--- src/rtl/mips_lsu.sv ---
// MIPS load/store unit: one memory operation at a time, IDLE -> REQ -> RESP, with bus timeout.
// Optional LSU_ALIGN_EXC_EN: misaligned accesses raise lsu_aexc instead of being force-aligned.
module mips_lsu #(
  parameter int unsigned TIMEOUT_CYCLES = 255
) (
  input  logic        clk,
  input  logic        rst_b,
  input  logic        lsu_valid,
  output logic        lsu_ready,
  input  logic        lsu_we,
  input  logic [2:0]  lsu_op,
  input  logic [31:0] lsu_addr,
  input  logic [31:0] lsu_wdata,
  output logic [31:0] lsu_rdata,
  output logic        lsu_done,
  output logic        lsu_aexc,
  output logic        lsu_berr,
  output logic        mem_req,
  output logic        mem_we,
  output logic [31:0] mem_addr,
  output logic [3:0]  mem_be,
  output logic [31:0] mem_wdata,
  input  logic        mem_ack,
  input  logic [31:0] mem_rdata
);

  localparam logic [1:0] S_IDLE = 2'd0;
  localparam logic [1:0] S_REQ  = 2'd1;
  localparam logic [1:0] S_RESP = 2'd2;

  localparam int CW = (TIMEOUT_CYCLES > 1) ? $clog2(TIMEOUT_CYCLES) : 1;
  localparam logic [CW-1:0] CNT_LAST = CW'((TIMEOUT_CYCLES > 0) ? TIMEOUT_CYCLES - 1 : 0);

  logic [1:0]    state_q, state_d;
  logic [CW-1:0] cnt_q, cnt_d;
  logic          req_q, req_d;
  logic          we_q, we_d;
  logic [31:0]   addr_q, addr_d;
  logic [3:0]    be_q, be_d;
  logic [31:0]   wdata_q, wdata_d;
  logic [1:0]    size_q, size_d;
  logic          zext_q, zext_d;
  logic [1:0]    lane_q, lane_d;
  logic [31:0]   rdata_q, rdata_d;
  logic          berr_q, berr_d;

  logic          is_byte, is_half;
  logic          take_exc;
  logic [1:0]    eff_lo;
  logic [3:0]    acc_be;
  logic [31:0]   acc_wdata;
  logic [7:0]    byte_sel;
  logic [15:0]   half_sel;
  logic [31:0]   load_val;

  assign is_byte = (lsu_op[1:0] == 2'b00);
  assign is_half = (lsu_op[1:0] == 2'b01);

`ifdef LSU_ALIGN_EXC_EN
  logic aexc_q, aexc_d;
  assign take_exc = (is_half & lsu_addr[0]) | (~is_byte & ~is_half & (lsu_addr[1:0] != 2'b00));
  assign eff_lo   = lsu_addr[1:0];
`else
  assign take_exc = 1'b0;
  assign eff_lo   = is_byte ? lsu_addr[1:0] : (is_half ? {lsu_addr[1], 1'b0} : 2'b00);
`endif

  // Lane enables and store-data replication for the operation being accepted.
  always_comb begin
    acc_be    = 4'b1111;
    acc_wdata = lsu_wdata;
    if (is_byte) begin
      acc_be    = 4'b0001 << eff_lo;
      acc_wdata = {4{lsu_wdata[7:0]}};
    end else if (is_half) begin
      acc_be    = eff_lo[1] ? 4'b1100 : 4'b0011;
      acc_wdata = {2{lsu_wdata[15:0]}};
    end
  end

  always_comb begin
    byte_sel = mem_rdata[7:0];
    case (lane_q)
      2'd1:    byte_sel = mem_rdata[15:8];
      2'd2:    byte_sel = mem_rdata[23:16];
      2'd3:    byte_sel = mem_rdata[31:24];
      default: byte_sel = mem_rdata[7:0];
    endcase
    half_sel = lane_q[1] ? mem_rdata[31:16] : mem_rdata[15:0];
    case (size_q)
      2'b00:   load_val = {{24{~zext_q & byte_sel[7]}}, byte_sel};
      2'b01:   load_val = {{16{~zext_q & half_sel[15]}}, half_sel};
      default: load_val = mem_rdata;
    endcase
  end

  always_comb begin
    state_d = state_q;
    cnt_d   = cnt_q;
    req_d   = req_q;
    we_d    = we_q;
    addr_d  = addr_q;
    be_d    = be_q;
    wdata_d = wdata_q;
    size_d  = size_q;
    zext_d  = zext_q;
    lane_d  = lane_q;
    rdata_d = rdata_q;
    berr_d  = berr_q;
`ifdef LSU_ALIGN_EXC_EN
    aexc_d  = aexc_q;
`endif
    case (state_q)
      S_IDLE: begin
        if (lsu_valid) begin
          we_d    = lsu_we;
          addr_d  = {lsu_addr[31:2], 2'b00};
          be_d    = acc_be;
          wdata_d = acc_wdata;
          size_d  = lsu_op[1:0];
          zext_d  = lsu_op[2];
          lane_d  = eff_lo;
          rdata_d = 32'h0;
          berr_d  = 1'b0;
          cnt_d   = '0;
`ifdef LSU_ALIGN_EXC_EN
          aexc_d  = take_exc;
`endif
          req_d   = ~take_exc;
          state_d = take_exc ? S_RESP : S_REQ;
        end
      end
      S_REQ: begin
        // An ack on the expiry cycle still completes normally.
        if (mem_ack) begin
          req_d   = 1'b0;
          rdata_d = we_q ? 32'h0 : load_val;
          state_d = S_RESP;
        end else if ((TIMEOUT_CYCLES > 0) && (cnt_q == CNT_LAST)) begin
          req_d   = 1'b0;
          berr_d  = 1'b1;
          rdata_d = 32'h0;
          state_d = S_RESP;
        end else begin
          cnt_d = cnt_q + CW'(1);
        end
      end
      S_RESP:  state_d = S_IDLE;
      default: state_d = S_IDLE;
    endcase
  end

  always_ff @(posedge clk or negedge rst_b) begin
    if (!rst_b) begin
      state_q <= S_IDLE;
      cnt_q   <= '0;
      req_q   <= 1'b0;
      we_q    <= 1'b0;
      addr_q  <= 32'h0;
      be_q    <= 4'b0000;
      wdata_q <= 32'h0;
      size_q  <= 2'b00;
      zext_q  <= 1'b0;
      lane_q  <= 2'b00;
      rdata_q <= 32'h0;
      berr_q  <= 1'b0;
`ifdef LSU_ALIGN_EXC_EN
      aexc_q  <= 1'b0;
`endif
    end else begin
      state_q <= state_d;
      cnt_q   <= cnt_d;
      req_q   <= req_d;
      we_q    <= we_d;
      addr_q  <= addr_d;
      be_q    <= be_d;
      wdata_q <= wdata_d;
      size_q  <= size_d;
      zext_q  <= zext_d;
      lane_q  <= lane_d;
      rdata_q <= rdata_d;
      berr_q  <= berr_d;
`ifdef LSU_ALIGN_EXC_EN
      aexc_q  <= aexc_d;
`endif
    end
  end

  assign lsu_ready = (state_q == S_IDLE);
  assign lsu_done  = (state_q == S_RESP);
  assign lsu_rdata = lsu_done ? rdata_q : 32'h0;
  assign lsu_berr  = lsu_done & berr_q;
`ifdef LSU_ALIGN_EXC_EN
  assign lsu_aexc  = lsu_done & aexc_q;
`else
  assign lsu_aexc  = 1'b0;
`endif

  assign mem_req   = req_q;
  assign mem_we    = we_q;
  assign mem_addr  = addr_q;
  assign mem_be    = be_q;
  assign mem_wdata = wdata_q;

endmodule

--- config.mk ---
export PLATFORM = sky130hd
export DESIGN_NAME = mips_lsu
export DESIGN_NICKNAME = d
export VERILOG_FILES = /design/src/rtl/mips_lsu.sv
export SDC_FILE = /design/constraint.sdc
export NUM_CORES = 1
export LEC_CHECK = 0
export CAP_MARGIN = 20
export CORE_MARGIN = 3
export CORE_UTILIZATION = 45
export CTS_BUF_LIST = sky130_fd_sc_hd__clkbuf_16
export DETAILED_ROUTE_END_ITERATION = 7
export PLACE_DENSITY = 0.81
export REMOVE_ABC_BUFFERS = 1
export SLEW_MARGIN = 20
export SYNTH_ARGS = -nofsm -noshare
export SYNTH_HDL_FRONTEND = slang
export SYNTH_SLANG_ARGS = --single-unit
export TNS_END_PERCENT = 30
--- constraint.sdc ---
create_clock -name clk -period 1.88 [get_ports clk]
set_input_delay 0.376 -clock clk [delete_from_list [all_inputs] [get_ports clk]]
set_output_delay 0.376 -clock clk [all_outputs]
set_load 0.02 [all_outputs]
==> flow_metrics.py <==
metrics = {
    "cells_and_area": {
        "syn_to_final_growth_pct": 54.9,
        "post-route-util": 0.728,
        "n_antenna_cell": 0,
        "finalNetCount": 979,
        "multi_input_area_sq_um": 2630,
        "regArea_sq_um": 2900,
        "drive_above_1_share": 0.160,
        "fillCellCount": 891,
    },
    "power_and_ir_drop": {
        "ir_worst_vdd_mv": 1.03,
        "combPwrFrac": 0.439,
        "p_switching_mw": 5.30,
        "p_int_mw": 8.69,
        "cellLeakagePower_nw": 4.34,
        "p_seq_frac": 0.314,
        "p_total_mw": 14.0,
        "switching_share": 0.379,
        "power.clock.fraction": 0.248,
        "power_density_nw_per_um2": 1560,
    },
    "placement": {
        "gpl.final_weighted_congestion": 0.890,
        "io_buffers": 206,
        "dpl_worst_slack_ns": -0.191,
        "dp_hpwl_microns": 13200,
    },
    "sta": {
        "finClkSkew_ns": 0.00887,
        "hold_ws_ns": 0.428,
        "fin_ws_ns": 0.0538,
        "rsz0062_at_grt": "yes",
        "fin_crit_ns": 1.83,
        "fin_crit_sh": 0.971,
        "setup_viol": 0,
        "fmax_mhz": 548,
        "drv_slew": 0,
        "final_hold_viol_count": 0,
    },
    "cts": {
        "root_buffer": "clkbuf_16",
        "cts_made_buffers": 17,
        "path_clk_slew_ns": 0.06,
        "cts_num_sinks": 116,
        "cts_buffer_depth": 2,
        "cts_tree": "done",
        "clkLatencyLatePin_ns": 0.41,
        "htree_levels": 4,
    },
    "yosys": {
        "async_flop_share": 1.00,
        "synth_top_flop_cell": "dfrtp_1",
        "netlist_area_sq_um": 5790,
        "yosysWarnings": 0,
        "ys_seq_elements": 116,
        "avgSynthCellArea_sq_um": 8.89,
        "syn_inst": 651,
        "synth_edf_count": 0,
        "yosysSeqAreaShare": 0.502,
        "synthDistinctLibCells": 48,
    },
    "routing": {
        "wl_per_cell_microns": 17.1,
        "drtAntennaViolNets": 0,
        "vias": 5597,
        "drt_iter0_drc": 453,
        "drt_pass1_iterations": 5,
        "avgViaCountPerCell": 5.31,
        "drcViolationCount": 0,
        "wl_microns": 18000,
    },
    "grt": {
        "antenna_found_initial": 0,
        "grt_use_total": 0.261,
        "grt_pass1_wl_microns": 29500,
        "grt_overflow_total": 0,
        "grt_start_max_net_pins": 36,
        "grt_pass1_vias": 5801,
    },
    "worst_setup_path": {
        "slowest_delay_ns": 0.67,
        "worstPathCellList": "clkdlybuf4s50_1",
        "path_delay_family": "buffers and inverters",
        "cp.arrival_ns": 1.45,
        "end_kind": "primary output",
        "crit_required_ns": 1.50,
        "critical_path_class": "flop to primary output",
        "worst_setup_path_start_kind": "flop",
        "cp_max_fo": 2,
        "slowest_stage": "clkdlybuf4s50_1",
        "critPathBufInv": 1,
    },
    "die": {
        "die-area_sq_um": 14300,
        "num_rows": 40,
        "core_area_sq_um": 12300,
        "dieHeight_microns": 119,
        "start_util": 0.470,
        "die_w_microns": 119,
        "ios": 210,
    },
    "hold_path": {
        "holdCritPathClass": "input pin to async pin",
    },
    "run_status": {
        "status": "completed",
    },
    "run": {
        "cap_violations": 0,
    },
}
[state kept, by name (all words and copies together), names as in the netlist]
register,count
berr_q,1
cnt_q,8
mem_be,4
mem_addr,30
rdata_q,32
mem_we,1
size_q,2
mem_wdata,32
mem_req,1
lane_q,2
state_q,2
zext_q,1
[timing repair]
action                     CTS  global route
hold buffers                 1             0
buffers inserted             1             0
gates cloned                 1             0
gates resized for setup    169            34
hold endpoints to repair    19             0
setup endpoints to repair   35            55
[stage by stage]
| stage | cell area [sq um] | cells | TNS [ns] |
|---|---|---|---|
| 2_1_floorplan | 5570 | 605 | -76.40 |
| 3_3_place_gp | 8300 | 1020 | -3.67 |
| 4_1_cts | 8920 | 1055 | -0.526 |
| 3_5_place_dp | 8300 | 1020 | -5.46 |
| 5_1_grt | 8960 | 1054 | -0.0343 |
| 6_report | 8960 | 1054 | 0 |
[synthesized netlist by cell type, types with 2 or more instances]
cell,count,area share
ha_1,2,0.0043
a21o_1,7,0.0091
nand3_1,10,0.0087
inv_1,19,0.012
buf_2,4,0.0035
buf_1,5,0.0032
nand4_1,3,0.0032
or2_2,2,0.0022
a221oi_1,15,0.023
clkbuf_1,32,0.021
mux2i_1,25,0.043
buf_6,3,0.0058
a21oi_1,19,0.016
nand3_2,10,0.017
dfrtp_1,116,0.50
buf_4,4,0.0052
xnor2_1,2,0.0030
or3_1,2,0.0022
mux4_2,7,0.027
a22o_1,2,0.0030
and2_1,35,0.038
o22ai_1,8,0.0087
nor2_1,23,0.015
o21ai_0,48,0.042
o21ai_1,2,0.0017
nand2_1,221,0.14
nand2b_1,4,0.0043
[power by group through the flow]
stage | registers [mW] | logic, mW | clock network (mW)
global placement | 4.34 | 5.91 | 0
detailed placement | 4.38 | 6.09 | 0
floorplan | 5.30 | 1.92 | 0
CTS | 4.38 | 6.16 | 3.52
finish | 4.39 | 6.14 | 3.46
global route | 4.53 | 6.64 | 3.63
[cell type report]
class | instances | area share
Multi-Input combinational cell | 470 | 0.293
Clock inverter | 15 | 0.0229
Inverter | 19 | 0.00796
Clock buffer | 17 | 0.0475
Sequential cell | 116 | 0.324
Tap cell | 168 | 0.0235
Timing Repair Buffer | 249 | 0.281
[cell usage in the layout (no fill, tap or decap), types with 3 or more instances in the layout]
cell / count
buf_4: 41
o22ai_1: 8
nand4_1: 3
buf_12: 12
and2_1: 30
inv_6: 3
dfrtp_1: 116
nand2_1: 220
nor2_1: 22
buf_2: 3
a221oi_1: 15
inv_1: 19
o21ai_0: 47
a21oi_1: 19
buf_6: 22
and2_4: 4
nand3_2: 10
nand2b_1: 4
bufinv_16: 4
clkbuf_16: 17
mux2i_1: 25
a21o_1: 7
nand3_1: 10
conb_1: 3
clkdlybuf4s50_1: 170
mux4_2: 7
clkinv_4: 4
[final timing paths]
check,startpoint,depth (start not counted),end,slack [ns]
max,mem_be[0],1,mem_be[0],0.05
min,rst_b,2,rdata_q[21],0.43
max reg2reg,state_q[1],5,rdata_q[19],0.08
min reg2reg,mem_be[1],2,mem_be[1],0.46
max in group asynchronous,rst_b,3,mem_wdata[4],0.88
min in group clk,mem_be[1],2,mem_be[1],0.46
[logic make-up after synthesis]
family,Yosys count,share of synthesized area
other cells,1,0.000648
buf+inv,67,0.0508
fa+ha+maj,2,0.00432
xor+xnor,3,0.00454
mux,33,0.0724
simple gates,319,0.247
compound gates,110,0.118
flops,116,0.502
[layer usage]
layer | GRT usage | up-vias | wire length (microns)
met1 | 0.314 | 2679 | 7000
met3 | 0.103 | 27 | 1970
met5 | 0 | - | 0
met2 | 0.436 | 287 | 8750
met4 | 0.0716 | 0 | 261
li1 | - | 2604 | -
Power figures use the tool's default switching activity.
